## src/rtl/elastic_pipeline_chain.sv

```systemverilog
// elastic_pipeline_chain
//   A STAGES-deep chain of payload registers, each with a valid bit, plus
//   valid/ready backpressure, per-stage flush, and occupancy/discard counters.
//   Empty stages ahead of a stall keep accepting, so bubbles collapse toward
//   the output.
//
// Ports
//   clock        rising-edge clock
//   reset        synchronous, active-high; clears all state
//   inValid      upstream offers inData
//   inReady      chain accepts inData this cycle
//   inData       payload in
//   outValid     stage STAGES-1 holds a live entry
//   outReady     downstream consumes outData this cycle
//   outData      payload of stage STAGES-1, valid or not
//   flush        bit k discards the entry held in stage k this cycle
//   occupancy    number of valid stages (registered)
//   discardCount live entries killed by flush, saturating
module elastic_pipeline_chain #(
  parameter int DATA_WIDTH = 32,
  parameter int STAGES     = 4,
  parameter int CNT_WIDTH  = 16
) (
  input  logic                         clock,
  input  logic                         reset,
  input  logic                         inValid,
  output logic                         inReady,
  input  logic [DATA_WIDTH-1:0]        inData,
  output logic                         outValid,
  input  logic                         outReady,
  output logic [DATA_WIDTH-1:0]        outData,
  input  logic [STAGES-1:0]            flush,
  output logic [$clog2(STAGES+1)-1:0]  occupancy,
  output logic [CNT_WIDTH-1:0]         discardCount
);

  localparam int OCC_WIDTH = $clog2(STAGES + 1);
  localparam int SUM_WIDTH = CNT_WIDTH + OCC_WIDTH;
  localparam logic [CNT_WIDTH-1:0] CNT_MAX = '1;

  logic [STAGES-1:0]     valid_q, valid_d;
  logic [DATA_WIDTH-1:0] data_q [STAGES];
  logic [DATA_WIDTH-1:0] data_d [STAGES];
  logic [OCC_WIDTH-1:0]  occ_q, occ_d;
  logic [CNT_WIDTH-1:0]  disc_q, disc_d;

  logic [STAGES-1:0]     live;
  logic [STAGES:0]       rdy;
  logic [STAGES-1:0]     src_valid;
  logic [DATA_WIDTH-1:0] src_data [STAGES];
  logic [OCC_WIDTH-1:0]  kill_cnt;
  logic [SUM_WIDTH-1:0]  disc_sum;

  always_comb begin
    // A flushed entry counts as an empty slot in the same cycle, so it
    // neither blocks the stage behind it nor leaves through the output.
    live = valid_q & ~flush;

    rdy = '0;
    rdy[STAGES] = outReady;
    for (int k = STAGES - 1; k >= 0; k--) begin
      rdy[k] = ~live[k] | rdy[k+1];
    end

    src_valid = '0;
    for (int k = 0; k < STAGES; k++) begin
      src_data[k] = '0;
    end
    src_valid[0] = inValid;
    src_data[0]  = inData;
    for (int k = 1; k < STAGES; k++) begin
      src_valid[k] = live[k-1];
      src_data[k]  = data_q[k-1];
    end

    valid_d = '0;
    for (int k = 0; k < STAGES; k++) begin
      data_d[k] = data_q[k];
      if (rdy[k]) begin
        valid_d[k] = src_valid[k];
        if (src_valid[k]) begin
          data_d[k] = src_data[k];
        end
      end else begin
        // Stalled stage is necessarily live, so this simply holds it.
        valid_d[k] = live[k];
      end
    end

    occ_d    = '0;
    kill_cnt = '0;
    for (int k = 0; k < STAGES; k++) begin
      occ_d    = occ_d + OCC_WIDTH'(valid_d[k]);
      kill_cnt = kill_cnt + OCC_WIDTH'(valid_q[k] & flush[k]);
    end

    // Widened add so the saturation test sees the true sum.
    disc_sum = SUM_WIDTH'(disc_q) + SUM_WIDTH'(kill_cnt);
    if (disc_sum > SUM_WIDTH'(CNT_MAX)) begin
      disc_d = CNT_MAX;
    end else begin
      disc_d = disc_sum[CNT_WIDTH-1:0];
    end
  end

  always_ff @(posedge clock) begin
    if (reset) begin
      valid_q <= '0;
      occ_q   <= '0;
      disc_q  <= '0;
      for (int k = 0; k < STAGES; k++) begin
        data_q[k] <= '0;
      end
    end else begin
      valid_q <= valid_d;
      occ_q   <= occ_d;
      disc_q  <= disc_d;
      for (int k = 0; k < STAGES; k++) begin
        data_q[k] <= data_d[k];
      end
    end
  end

  assign inReady      = rdy[0];
  assign outValid     = live[STAGES-1];
  assign outData      = data_q[STAGES-1];
  assign occupancy    = occ_q;
  assign discardCount = disc_q;

endmodule

```

## config.mk

```make
export PLATFORM = sky130hd
export DESIGN_NAME = elastic_pipeline_chain
export DESIGN_NICKNAME = d
export VERILOG_FILES = /design/src/rtl/elastic_pipeline_chain.sv
export SDC_FILE = /design/constraint.sdc
export NUM_CORES = 1
export LEC_CHECK = 0
export ABC_AREA = 1
export CORE_ASPECT_RATIO = 2
export CORE_UTILIZATION = 45
export CTS_BUF_LIST = sky130_fd_sc_hd__clkbuf_4 sky130_fd_sc_hd__clkbuf_8 sky130_fd_sc_hd__clkbuf_16
export CTS_CLUSTER_DIAMETER = 80
export DETAILED_ROUTE_END_ITERATION = 6
export HOLD_SLACK_MARGIN = 0.1
export PLACE_DENSITY = 0.75
export SLEW_MARGIN = 10
export SYNTH_ARGS = -nofsm -noshare
export SYNTH_HDL_FRONTEND = slang
export SYNTH_SLANG_ARGS = --single-unit
```

## constraint.sdc

```tcl
create_clock -name clock -period 2.95 [get_ports clock]
set_input_delay 0.59 -clock clock [delete_from_list [all_inputs] [get_ports clock]]
set_output_delay 0.59 -clock clock [all_outputs]
set_load 0.01 [all_outputs]
```

==> results of run 1 <==
==> cells in the mapped netlist <==
cell type	n	area, um^2
a21oi_1	49	245.2
and2_0	1	6.260
buf_1	4	15.01
buf_2	22	110.1
buf_4	1	7.510
buf_6	6	67.56
clkbuf_1	20	75.07
dfxtp_1	151	3023
fa_1	4	80.08
ha_1	3	37.54
inv_1	28	105.1
inv_2	4	15.01
nand2_1	104	390.4
nand2_2	3	18.77
nand2_4	1	11.26
nand3_1	8	40.04
nand3b_1	65	488.0
nand4_1	5	31.28
nand4_2	1	12.51
nor2_1	243	912.1
nor2_2	1	6.260
nor2_4	1	11.26
nor3_2	1	10.01
o21ai_0	65	325.3
o21bai_1	2	15.01
xnor2_1	4	35.03
xor2_1	4	35.03
==> layout make-up <==
type,count,share of cell area (%)
tap,155,2.509
inverter,32,1.570
clock buffer,19,5.859
sequential,151,39.11
clock inverter,13,1.570
multi-input combinational,565,35.37
timing repair buffer,112,14.02
==> layer usage <==
metal  vias to the layer above  track usage, %
li1                       2706               -
met1                      2215           19.13
met2                        96           34.32
met3                        24           3.915
met4                         0           9.506
met5                         -               0
==> critical path, cell delays in order <==
cell and delay (ns):
clkdlybuf4s50_1 0.47, nand2_1 0.07, fa_1 0.48, fa_1 0.43, inv_1 0.11, fa_2 0.22
nand2_2 0.07, nor2_4 0.12, nand4_1 0.16, inv_2 0.15, nand2_8 0.11, a21oi_1 0.15
==> metrics by stage <==
| step | hold slack (ns) | setup TNS [ns] | power, mW |
|---|---|---|---|
| 2_1_floorplan | 0.4448 | 0 | 2.380 |
| 3_3_place_gp | 0.4524 | -3.648 | 2.475 |
| 3_5_place_dp | 0.4614 | -4.637 | 2.482 |
| 4_1_cts | 0.4766 | 0 | 4.532 |
| 5_1_grt | 0.4868 | -0.007815 | 4.662 |
| 6_report | 0.4712 | 0 | 4.483 |
==> cells by family after synthesis <==
group / after synthesis
buffers and inverters: 85
adder cells (fa/ha/maj): 7
AO/OA/AOI/OAI: 116
flip-flops: 151
XOR/XNOR: 8
AND/OR/NAND/NOR: 434
==> final timing paths <==
kind / startpoint / endpoint / slack [ns]
worst min-delay path: data_q[0][29] / data_q[0][29] / 0.47
worst max-delay path: flush[2] / discardCount[12] / 0.14
worst max register to register: discardCount[0] / discardCount[12] / 0.47
worst min register to register: data_q[0][29] / data_q[0][29] / 0.47
==> power by group through the flow <==
stage | Clock [mW] | Combinational, mW | Sequential (mW)
2_1_floorplan | 0 | 0.199 | 2.18
6_report | 2.05 | 0.297 | 2.14
4_1_cts | 2.09 | 0.301 | 2.14
5_1_grt | 2.17 | 0.341 | 2.15
3_5_place_dp | 0 | 0.298 | 2.18
3_3_place_gp | 0 | 0.294 | 2.18
==> registers in the layout, summed over array words and instances, names as in the netlist <==
register      flops
occupancy         3
valid_q           4
data_q          128
discardCount     16
==> repair_timing <==
action,in CTS,in global routing
setup buffers,0,2
endpoints found under the setup margin,0,15
gates resized for setup,0,3
hold buffers,0,0
==> placed cells by master (no fill, tap or decap), drive strengths merged, types with 8 or more instances in the layout <==
| cell | count |
|---|---|
| nand3b | 65 |
| inv | 34 |
| clkdlybuf4s50 | 92 |
| nor2 | 245 |
| dfxtp | 151 |
| o21ai | 65 |
| nand2 | 108 |
| nand3 | 8 |
| a21oi | 49 |
| buf | 20 |
| clkbuf | 19 |
==> qor.csv, run 1 <==
stage,metric,value,unit
power_and_ir_drop,power.share.switching,22.57,%
route,antenna_left,0,
finish,nets,926,
power_and_ir_drop,vdd_drop_max,0.3617,mV
place,dpl-instance-area,0.007126,mm^2
clocking,clock_sinks,151,
finish,area_growth,26.11,%
clocking,clk_transition_reported_paths,0.06,ns
logic_synthesis,syn_area_per_cell,7.652,um^2
logic_synthesis,synthAdderAreaFrac,1.919,%
floorplan,die-area,0.01412,mm^2
power_and_ir_drop,pwr-share-comb,6.6,%
clocking,cts_made_buffers,17,
route,dr.max_layer_used,met4,
power_and_ir_drop,p_int,3.472,mW
floorplan,core_area,0.01336,mm^2
sta,fin_skew,0.007530,ns
sta,fin_ws,0.1400,ns
logic_synthesis,synth_top_family_by_area,simple AND/OR/NAND/NOR gates,
finish,fin_area,0.007730,mm^2
floorplan,rows,60,
finish,drive_above_1_share,7.623,%
place,place_congestion,0.8577,
place,port_buffers,92,
finish,final_util,57.85,%
clocking,clk-insertion-delay-late,0.41,ns
sta,fin_crit_sh,95.26,%
sta,fmax,355.9,MHz
clocking,cts_tree,yes,
grt,grt_util_all_layers,18.50,%
power_and_ir_drop,p_sw,1.012,mW
sta,tightestPinTransition,0.9677,ns
hold_path,hp-class,flop to flop,
route,route.detailed.drc,12,
sta,setup_viol,0,
sta,slew_headroom,35.41,%
grt,grt_pass1_wl,21010,um
logic_synthesis,yosys.area_share.simple,31.62,%
route,wl_met1,5028,um
logic_synthesis,synth-seq-cells,151,
route,wirelength,12350,um
sta,fin_crit,2.810,ns
setup_path,ff2ff_path_depth,11,
logic_synthesis,syn_nets,848,
route,drt_first_pass_iters,7,
clocking,cts_root_buf,clkbuf_16,
hold_path,hold_depth,2,
run,maxCapViolCount,0,
logic_synthesis,synthesis.area,0.006130,mm^2
finish,antenna_cells,0,
setup_path,cp_data_arrival_time,3.15,ns
logic_synthesis,synthDistinctLibCells,27,
grt,grt_pass1_vias,4697,
route,met2_length,6651,um
place,hpwl,8357,um
finish,num-fill-cells,1257,
setup_path,cp-start-kind,input port,
setup_path,worstSetupPathType,input port to flop,
route,drt_iter0_drc,273,
logic_synthesis,synthMuxAreaShare,0,%
route,via_count,5041,
finish,seq_area,0.003023,mm^2
floorplan,die_w,84.53,um
power_and_ir_drop,p_clk_share,45.7,%
place,pre_cts_ws,-0.3077,ns
logic_synthesis,synth_compound_area_share,9.553,%
outcome,violations,DRC,
grt,antenna_found_initial,0,
power_and_ir_drop,p_seq_share,47.7,%
logic_synthesis,synth_xor_area_share,1.143,%
setup_path,crit_fanout,15,
power_and_ir_drop,p_leak,3.084,nW
logic_synthesis,synth-seq-area-share,49.32,%
logic_synthesis,synthCells,801,
setup_path,cp_data_required_time,3.29,ns
outcome,status,"finished, violations left",
clocking,cts-htree-levels,4,
finish,multi_input_area,0.002734,mm^2
power_and_ir_drop,cellPowerDensity,580.0,mW/mm^2
setup_path,critPathCaptureType,flop,
floorplan,ios,93,
finish,final_cell_count_no_fill,1047,
floorplan,initial_core_util,45.87,%
place,place_inst,1013,
grt,grt_overflow,0,
route,met3WireLength,335,um
floorplan,die_h,167.1,um
route,wl_per_cell,11.79,um
sta,drv_slew,0,
clocking,cts_buffer_depth,2,
sta,finalHoldViolCount,0,
route,via_per_inst,4.815,
grt,grt_max_degree,129,
logic_synthesis,yosysWarnings,0,
Power figures use the tool's default switching activity.
==> run 2: changes to the inputs <==
--- a/config.mk
+++ b/config.mk
@@ -5,14 +5,13 @@
 export SDC_FILE = /design/constraint.sdc
 export NUM_CORES = 1
 export LEC_CHECK = 0
-export ABC_AREA = 1
 export CORE_ASPECT_RATIO = 2
 export CORE_UTILIZATION = 45
 export CTS_BUF_LIST = sky130_fd_sc_hd__clkbuf_4 sky130_fd_sc_hd__clkbuf_8 sky130_fd_sc_hd__clkbuf_16
 export CTS_CLUSTER_DIAMETER = 80
 export DETAILED_ROUTE_END_ITERATION = 6
 export HOLD_SLACK_MARGIN = 0.1
-export PLACE_DENSITY = 0.75
+export PLACE_DENSITY = 0.76
 export SLEW_MARGIN = 10
 export SYNTH_ARGS = -nofsm -noshare
 export SYNTH_HDL_FRONTEND = slang
==> run 2 against run 1 <==
Net effect: the run now ends clean; die area down 7.5%; maximum frequency fell by 0.73%; first-iteration DRC count fell by 47%; non-clock buffer count increased by 13; power grew 2.7%; sequential power fell by 2%; clock power up 12%; count of clock-buffer cells in the layout shrank 1; area after synthesis fell by 7.6%; flip-flop and latch count stayed put; setup slack lost 0.021 ns; critical endpoint is now occupancy[1]; largest cell class unchanged.
==> qor.csv, run 2 <==
stage,metric,value,unit
sta,finalHoldViolCount,0,
floorplan,ios,93,
grt,grt_util_all_layers,21.62,%
finish,drive_above_1_share,12.16,%
setup_path,crit_fanout,2,
finish,nets,766,
route,via_per_inst,5.175,
finish,seq_area,0.003023,mm^2
grt,grt_pass1_wl,21470,um
logic_synthesis,synthDistinctLibCells,46,
logic_synthesis,synthCells,613,
hold_path,hold_path_startpoint,data_q[3][6],
finish,fin_area,0.007606,mm^2
sta,tightestPinTransition,0.6094,ns
route,drt_iter0_drc,145,
sta,fin_skew,0.01005,ns
sta,slew_headroom,59.37,%
floorplan,die_w,81.33,um
power_and_ir_drop,cellPowerDensity,605.1,mW/mm^2
finish,final_cell_mix,"dfxtp_1 (151), nand2_1 (139), clkdlybuf4s50_1 (88)",
finish,num-fill-cells,1004,
route,drt_first_pass_iters,4,
clocking,cts_root_buf,clkbuf_16,
route,route.detailed.drc,0,
setup_path,timing.rr.end,discardCount[15],
setup_path,worstSetupPathType,input port to flop,
route,antenna_left,0,
hold_path,hp-class,flop to flop,
logic_synthesis,synth-seq-area-share,53.38,%
clocking,cts_tree,yes,
clocking,clk_transition_reported_paths,0.06,ns
sta,fmax,353.3,MHz
floorplan,core_area,0.01220,mm^2
logic_synthesis,yosys.area_share.simple,18.12,%
setup_path,r2r_slack,0.13,ns
finish,final_common_cell,dfxtp_1,
logic_synthesis,ys_async_sr_fraction,0,%
logic_synthesis,synth_xor_area_share,1.237,%
logic_synthesis,synth_top_family_by_area,simple AND/OR/NAND/NOR gates,
clocking,cts_made_buffers,17,
power_and_ir_drop,vdd_drop_max,0.4347,mV
grt,grt_overflow,0,
logic_synthesis,synthesis.area,0.005663,mm^2
route,via_count,4549,
floorplan,die_h,160.6,um
finish,area_growth,34.31,%
logic_synthesis,synth_edf_count,0,
logic_synthesis,syn_area_per_cell,9.238,um^2
place,place_congestion,0.7963,
grt,antenna_found_initial,0,
sta,setup_viol,0,
place,dpl-instance-area,0.006837,mm^2
grt,grt_max_degree,70,
logic_synthesis,synth-seq-cells,151,
hold_path,hold_depth,2,
logic_synthesis,synth_compound_area_share,9.589,%
grt,grt_pass1_vias,4532,
power_and_ir_drop,p_leak,2.749,nW
setup_path,cp_data_arrival_time,3.12,ns
sta,fin_crit_sh,95.96,%
clocking,cts-htree-levels,4,
route,met3WireLength,481,um
route,wl_per_cell,15.71,um
finish,multi_input_area,0.002486,mm^2
setup_path,r2r_start,valid_q[0],
finish,largest_reg_flops,128,
route,wirelength,13810,um
clocking,clk-insertion-delay-late,0.41,ns
floorplan,die-area,0.01306,mm^2
logic_synthesis,synth_area_leaders,"dfxtp_1 (53%), mux2i_1 (11%), nand2_1 (9.2%)",
run,maxCapViolCount,0,
logic_synthesis,synthFlopType,dfxtp_1,
route,dr.max_layer_used,met4,
sta,drv_slew,0,
logic_synthesis,synthMuxAreaShare,11.31,%
sta,fin_crit,2.831,ns
place,hpwl,8881,um
setup_path,cp_data_required_time,3.24,ns
floorplan,initial_core_util,46.43,%
logic_synthesis,synth_top_area_cell,dfxtp_1,
finish,top_register,data_q,
hold_path,hold_end,data_q[3][6],
place,port_buffers,92,
place,place_inst,840,
clocking,clock_sinks,151,
sta,rsz0062_at_grt,false,
setup_path,ff2ff_path_depth,8,
logic_synthesis,synth_top_area_share,53.38,%
floorplan,rows,57,
logic_synthesis,yosysMostFrequentCell,dfxtp_1,
sta,setup_tns,0,ns
logic_synthesis,synthTopCellsByCount,"dfxtp_1 (151), nand2_1 (139), a21oi_1 (77)",
route,met2_length,7891,um
logic_synthesis,synthAdderAreaFrac,2.077,%
route,wl_met1,5052,um
logic_synthesis,syn_nets,660,
setup_path,cp-start-kind,input port,
finish,antenna_cells,0,
clocking,cts_buffer_depth,2,
logic_synthesis,yosysWarnings,0,
outcome,status,"finished, final reports clean",
setup_path,critPathCaptureType,flop,
finish,final_cell_count_no_fill,879,
run 2: changes by cell type in the layout (fill, tap and decap cells not counted), moves of 4 or more:
cell             before  now
buf_12                1    5
nand3_1               8    1
nor2b_1               0   10
buf_4                19   26
clkdlybuf4s50_1      92   88
inv_1                27    7
nand2_1             104  139
mux2i_1               0   64
a21oi_1              48   72
o21ai_0              65    4
nor2_1              242   70
nand3b_1             65    0
run 2: metal layers:
layer,up-vias,GRT usage [%]
li1,2243,-
met1,2162,21.61
met2,114,40.68
met3,30,4.886
met4,0,8.929
met5,-,0
run 2: how the worst max path moves through the flow:
stage          slack [ns]  depth (start not counted)  startpoint               end
5_1_grt              0.03                         10  valid_q[0]   discardCount[0]
6_report             0.12                         10    flush[1]      occupancy[1]
3_3_place_gp        -0.44                         11    flush[0]  discardCount[14]
3_5_place_dp        -0.62                         11    flush[0]  discardCount[14]
2_1_floorplan      0.0009                         10    flush[0]  discardCount[11]
4_1_cts             0.009                         11    flush[2]   discardCount[8]
run 2: worst max-delay path, cell delays in order:
cell and delay, ns:
clkdlybuf4s50_1 0.47, or4bb_1 0.55, nor2_2 0.16, buf_4 0.13, a21oi_1 0.10, fa_1 0.52
inv_1 0.04, ha_1 0.18, ha_1 0.26, nor2b_1 0.12
run 2: what timing repair did:
action                                  in CTS  in global routing
pin swaps                                    5                  7
gates cloned                                 0                  1
endpoints found under the setup margin      17                 17
buffers inserted                             2                  4
gates resized for setup                      3                 20
hold buffers                                 0                  0
run 2: kinds of logic (layout without fill, tap and decap cells):
kind of cell | Yosys count | in the layout
AOI/OAI and AO/OA | 95 | 95
muxes | 64 | 64
xor gates and xnor gates | 8 | 8
buffers and inverters | 46 | 165
DFF | 151 | 151
adders and majority gates | 7 | 7
and+or+nand+nor | 242 | 242
run 2: through the flow:
step / setup WS, ns / power (mW) / utilization, % / hold WS, ns
finish: 0.1193 / 4.603 / 62.37 / 0.4522
global route: 0.02768 / 4.762 / 62.37 / 0.4693
CTS: 0.008960 / 4.637 / 61.42 / 0.4547
detailed placement: -0.6229 / 2.349 / 56.06 / 0.4454
global placement: -0.4423 / 2.343 / 56.06 / 0.4392
floorplan: 0.0008666 / 2.250 / - / 0.4312
run 2: cell type report:
| cell class | count | share of cell area (%) |
|---|---|---|
| inverters | 8 | 0.3948 |
| repair buffers | 125 | 16.40 |
| flip-flops and latches | 151 | 39.74 |
| clock buffers | 18 | 5.774 |
| well taps | 147 | 2.418 |
| multi-input cells | 416 | 32.69 |
| clock inverters | 14 | 2.583 |
run 2: report_power, final:
part	leakage [nW]	internal [mW]	total, mW	switching [mW]
clock	0.309	1.45	2.29	0.844
combinational	1.22	0.104	0.217	0.113
sequential	1.22	2.07	2.09	0.0184
total	2.75	3.63	4.60	0.976
==> run 3: changes to the inputs <==
--- a/config.mk
+++ b/config.mk
@@ -16,3 +16,4 @@
 export SYNTH_ARGS = -nofsm -noshare
 export SYNTH_HDL_FRONTEND = slang
 export SYNTH_SLANG_ARGS = --single-unit
+export TNS_END_PERCENT = 10
==> constraint.sdc (replaced) <==
create_clock -name clock -period 3.3 [get_ports clock]
set_input_delay 0.66 -clock clock [delete_from_list [all_inputs] [get_ports clock]]
set_output_delay 0.66 -clock clock [all_outputs]
set_load 0.01 [all_outputs]
==> run 3 against run 2 <==
Net effect: wire length decreased by 5.9%; design area decreased by 2.5%; hold slack got worse by 0.00065 ns; first-iteration DRC count increased by 41%; critical path type unchanged; critical endpoint is now discardCount[14].
==> qor.csv, run 3 (synthesis results as in run 2) <==
stage,metric,value,unit
outcome,status,"finished, final reports clean",
clocking,clock_sinks,151,
place,hpwl,8683,um
sta,rsz0062_at_grt,true,
power_and_ir_drop,p_int,3.161,mW
hold_path,hp-class,flop to flop,
setup_path,cp_data_arrival_time,3.52,ns
sta,tightestPinTransition,0.5467,ns
setup_path,r2r_slack,0.44,ns
run,maxCapViolCount,0,
clocking,cts_root_buf,clkbuf_16,
sta,fin_crit,3.194,ns
sta,fin_skew,0.007544,ns
setup_path,path_delay_family,adder cells,
finish,nets,757,
clocking,clk_transition_reported_paths,0.06,ns
route,antenna_left,0,
finish,fin_area,0.007412,mm^2
setup_path,crit_buf_inv,3,
power_and_ir_drop,pwr-share-comb,4.6,%
sta,slew_headroom,63.55,%
route,via_count,4474,
sta,fmax,313.1,MHz
place,port_buffers,92,
floorplan,die_w,81.33,um
power_and_ir_drop,cellPowerDensity,545.6,mW/mm^2
power_and_ir_drop,p_leak,2.673,nW
setup_path,critical_path.startpoint,flush[0],
floorplan,initial_core_util,46.43,%
floorplan,die-area,0.01306,mm^2
finish,final_common_cell,dfxtp_1,
grt,antenna_found_initial,0,
floorplan,core_area,0.01220,mm^2
sta,drv_slew,0,
setup_path,cp_data_required_time,3.62,ns
floorplan,die_h,160.6,um
route,wl_per_cell,14.93,um
floorplan,ios,93,
setup_path,slowest_delay,0.49,ns
clocking,cts_hold_buf,0,
clocking,cts_tree,yes,
setup_path,crit_chain,clkdlybuf4s50_1 > nand2_1 > fa_1 > fa_2 > inv_1 > fa_2 > nand4_1 > nor4_4 > buf_4 > a21oi_1 > a311oi_1,
sta,fin_ws,0.1059,ns
route,drt_first_pass_iters,4,
clocking,cts_made_buffers,17,
power_and_ir_drop,vdd_drop_max,0.4121,mV
route,via_per_inst,5.143,
power_and_ir_drop,finalPower,4.044,mW
finish,final_cell_mix,"dfxtp_1 (151), nand2_1 (138), clkdlybuf4s50_1 (89)",
grt,grt_pass1_vias,4549,
setup_path,cp.depth,11,
sta,finalHoldViolCount,0,
route,drt_iter0_drc,204,
place,pre_cts_ws,-0.3996,ns
power_and_ir_drop,p_clk_share,49.1,%
finish,top_register,data_q,
finish,drive_above_1_share,10.10,%
setup_path,cp_slowest_cell,fa_1,
setup_path,r2r_start,valid_q[2],
grt,grt_overflow,0,
place,place_congestion,0.8338,
power_and_ir_drop,p_sw,882.9,uW
setup_path,critPathCaptureType,flop,
clocking,cts_buffer_depth,2,
clocking,clk-insertion-delay-late,0.42,ns
sta,fin_crit_sh,96.79,%
grt,grt_util_all_layers,21.59,%
power_and_ir_drop,power.share.switching,21.83,%
setup_path,crit_top_cell,fa_2,
setup_path,timing.rr.end,discardCount[14],
grt,grt_pass1_wl,21470,um
place,dpl-instance-area,0.006771,mm^2
finish,antenna_cells,0,
setup_path,crit_fanout,4,
setup_path,endpoint,discardCount[14],
power_and_ir_drop,p_seq_share,46.3,%
floorplan,rows,57,
grt,grt_max_degree,74,
route,route.detailed.drc,0,
setup_path,cp-start-kind,input port,
route,wirelength,12990,um
finish,area_growth,30.89,%
clocking,cts-htree-levels,4,
finish,largest_reg_flops,128,
setup_path,worstSetupPathType,input port to flop,
setup_path,ff2ff_path_depth,10,
sta,setup_viol,0,
run 3: area by class of cell:
class | count | area, um^2
clock buffers | 18 | 439.2
clock inverters | 14 | 172.7
fillers | 1045 | 4783
inverters | 8 | 30.03
multi-input cells | 416 | 2444
flip-flops and latches | 151 | 3023
well taps | 147 | 183.9
repair buffers | 116 | 1120
run 3: power groups by stage:
stage,Combinational [mW],Sequential [mW],Clock (mW)
global placement,0.181,1.91,0
detailed placement,0.185,1.91,0
global route,0.202,1.87,2.10
finish,0.187,1.87,1.99
floorplan,0.103,1.91,0
CTS,0.186,1.87,2.01
run 3: what timing repair did:
| item | in CTS | in global routing |
|---|---|---|
| resized for setup | 1 | 8 |
| endpoints found under the setup margin | 1 | 16 |
| pin swaps | 0 | 3 |
| gates cloned | 0 | 0 |
| buffers inserted | 0 | 0 |
run 3: routing by layer:
layer / wire, um / vias up / part of all wire [%] / GRT usage [%]
met3: 475 / 32 / 3.7 / 5.568
met1: 4821 / 2117 / 37 / 22.19
li1: - / 2225 / - / -
met2: 7261 / 100 / 56 / 38.33
met5: 0 / - / 0 / 0
met4: 429 / 0 / 3.3 / 11.44
run 3: how the worst min path moves through the flow:
stage	slack (ns)	endpoint	cells past startpoint	from
6_report	0.45	data_q[3][27]	2	data_q[3][27]
5_1_grt	0.47	data_q[0][1]	2	data_q[0][1]
4_1_cts	0.45	data_q[0][8]	2	data_q[0][8]
3_5_place_dp	0.44	data_q[3][3]	2	data_q[2][3]
3_3_place_gp	0.44	data_q[3][4]	2	data_q[2][4]
2_1_floorplan	0.43	data_q[3][0]	2	data_q[2][0]
run 3: metrics by stage:
stage	utilization (%)	instances	hold WS [ns]	setup TNS (ns)
6_report	60.78	870	0.4516	0
5_1_grt	60.78	870	0.4673	-0.01256
4_1_cts	60.56	870	0.4543	0
3_5_place_dp	55.52	838	0.4444	-5.383
3_3_place_gp	55.52	838	0.4396	-2.874
2_1_floorplan	-	613	0.4312	0
run 3: worst min-delay path, delay by kind of cell, from the launching register on:
kind             cells  cell delay (ns)
AO/OA/AOI/OAI        1             0.05
flip-flops           1             0.31
AND/OR/NAND/NOR      1             0.05
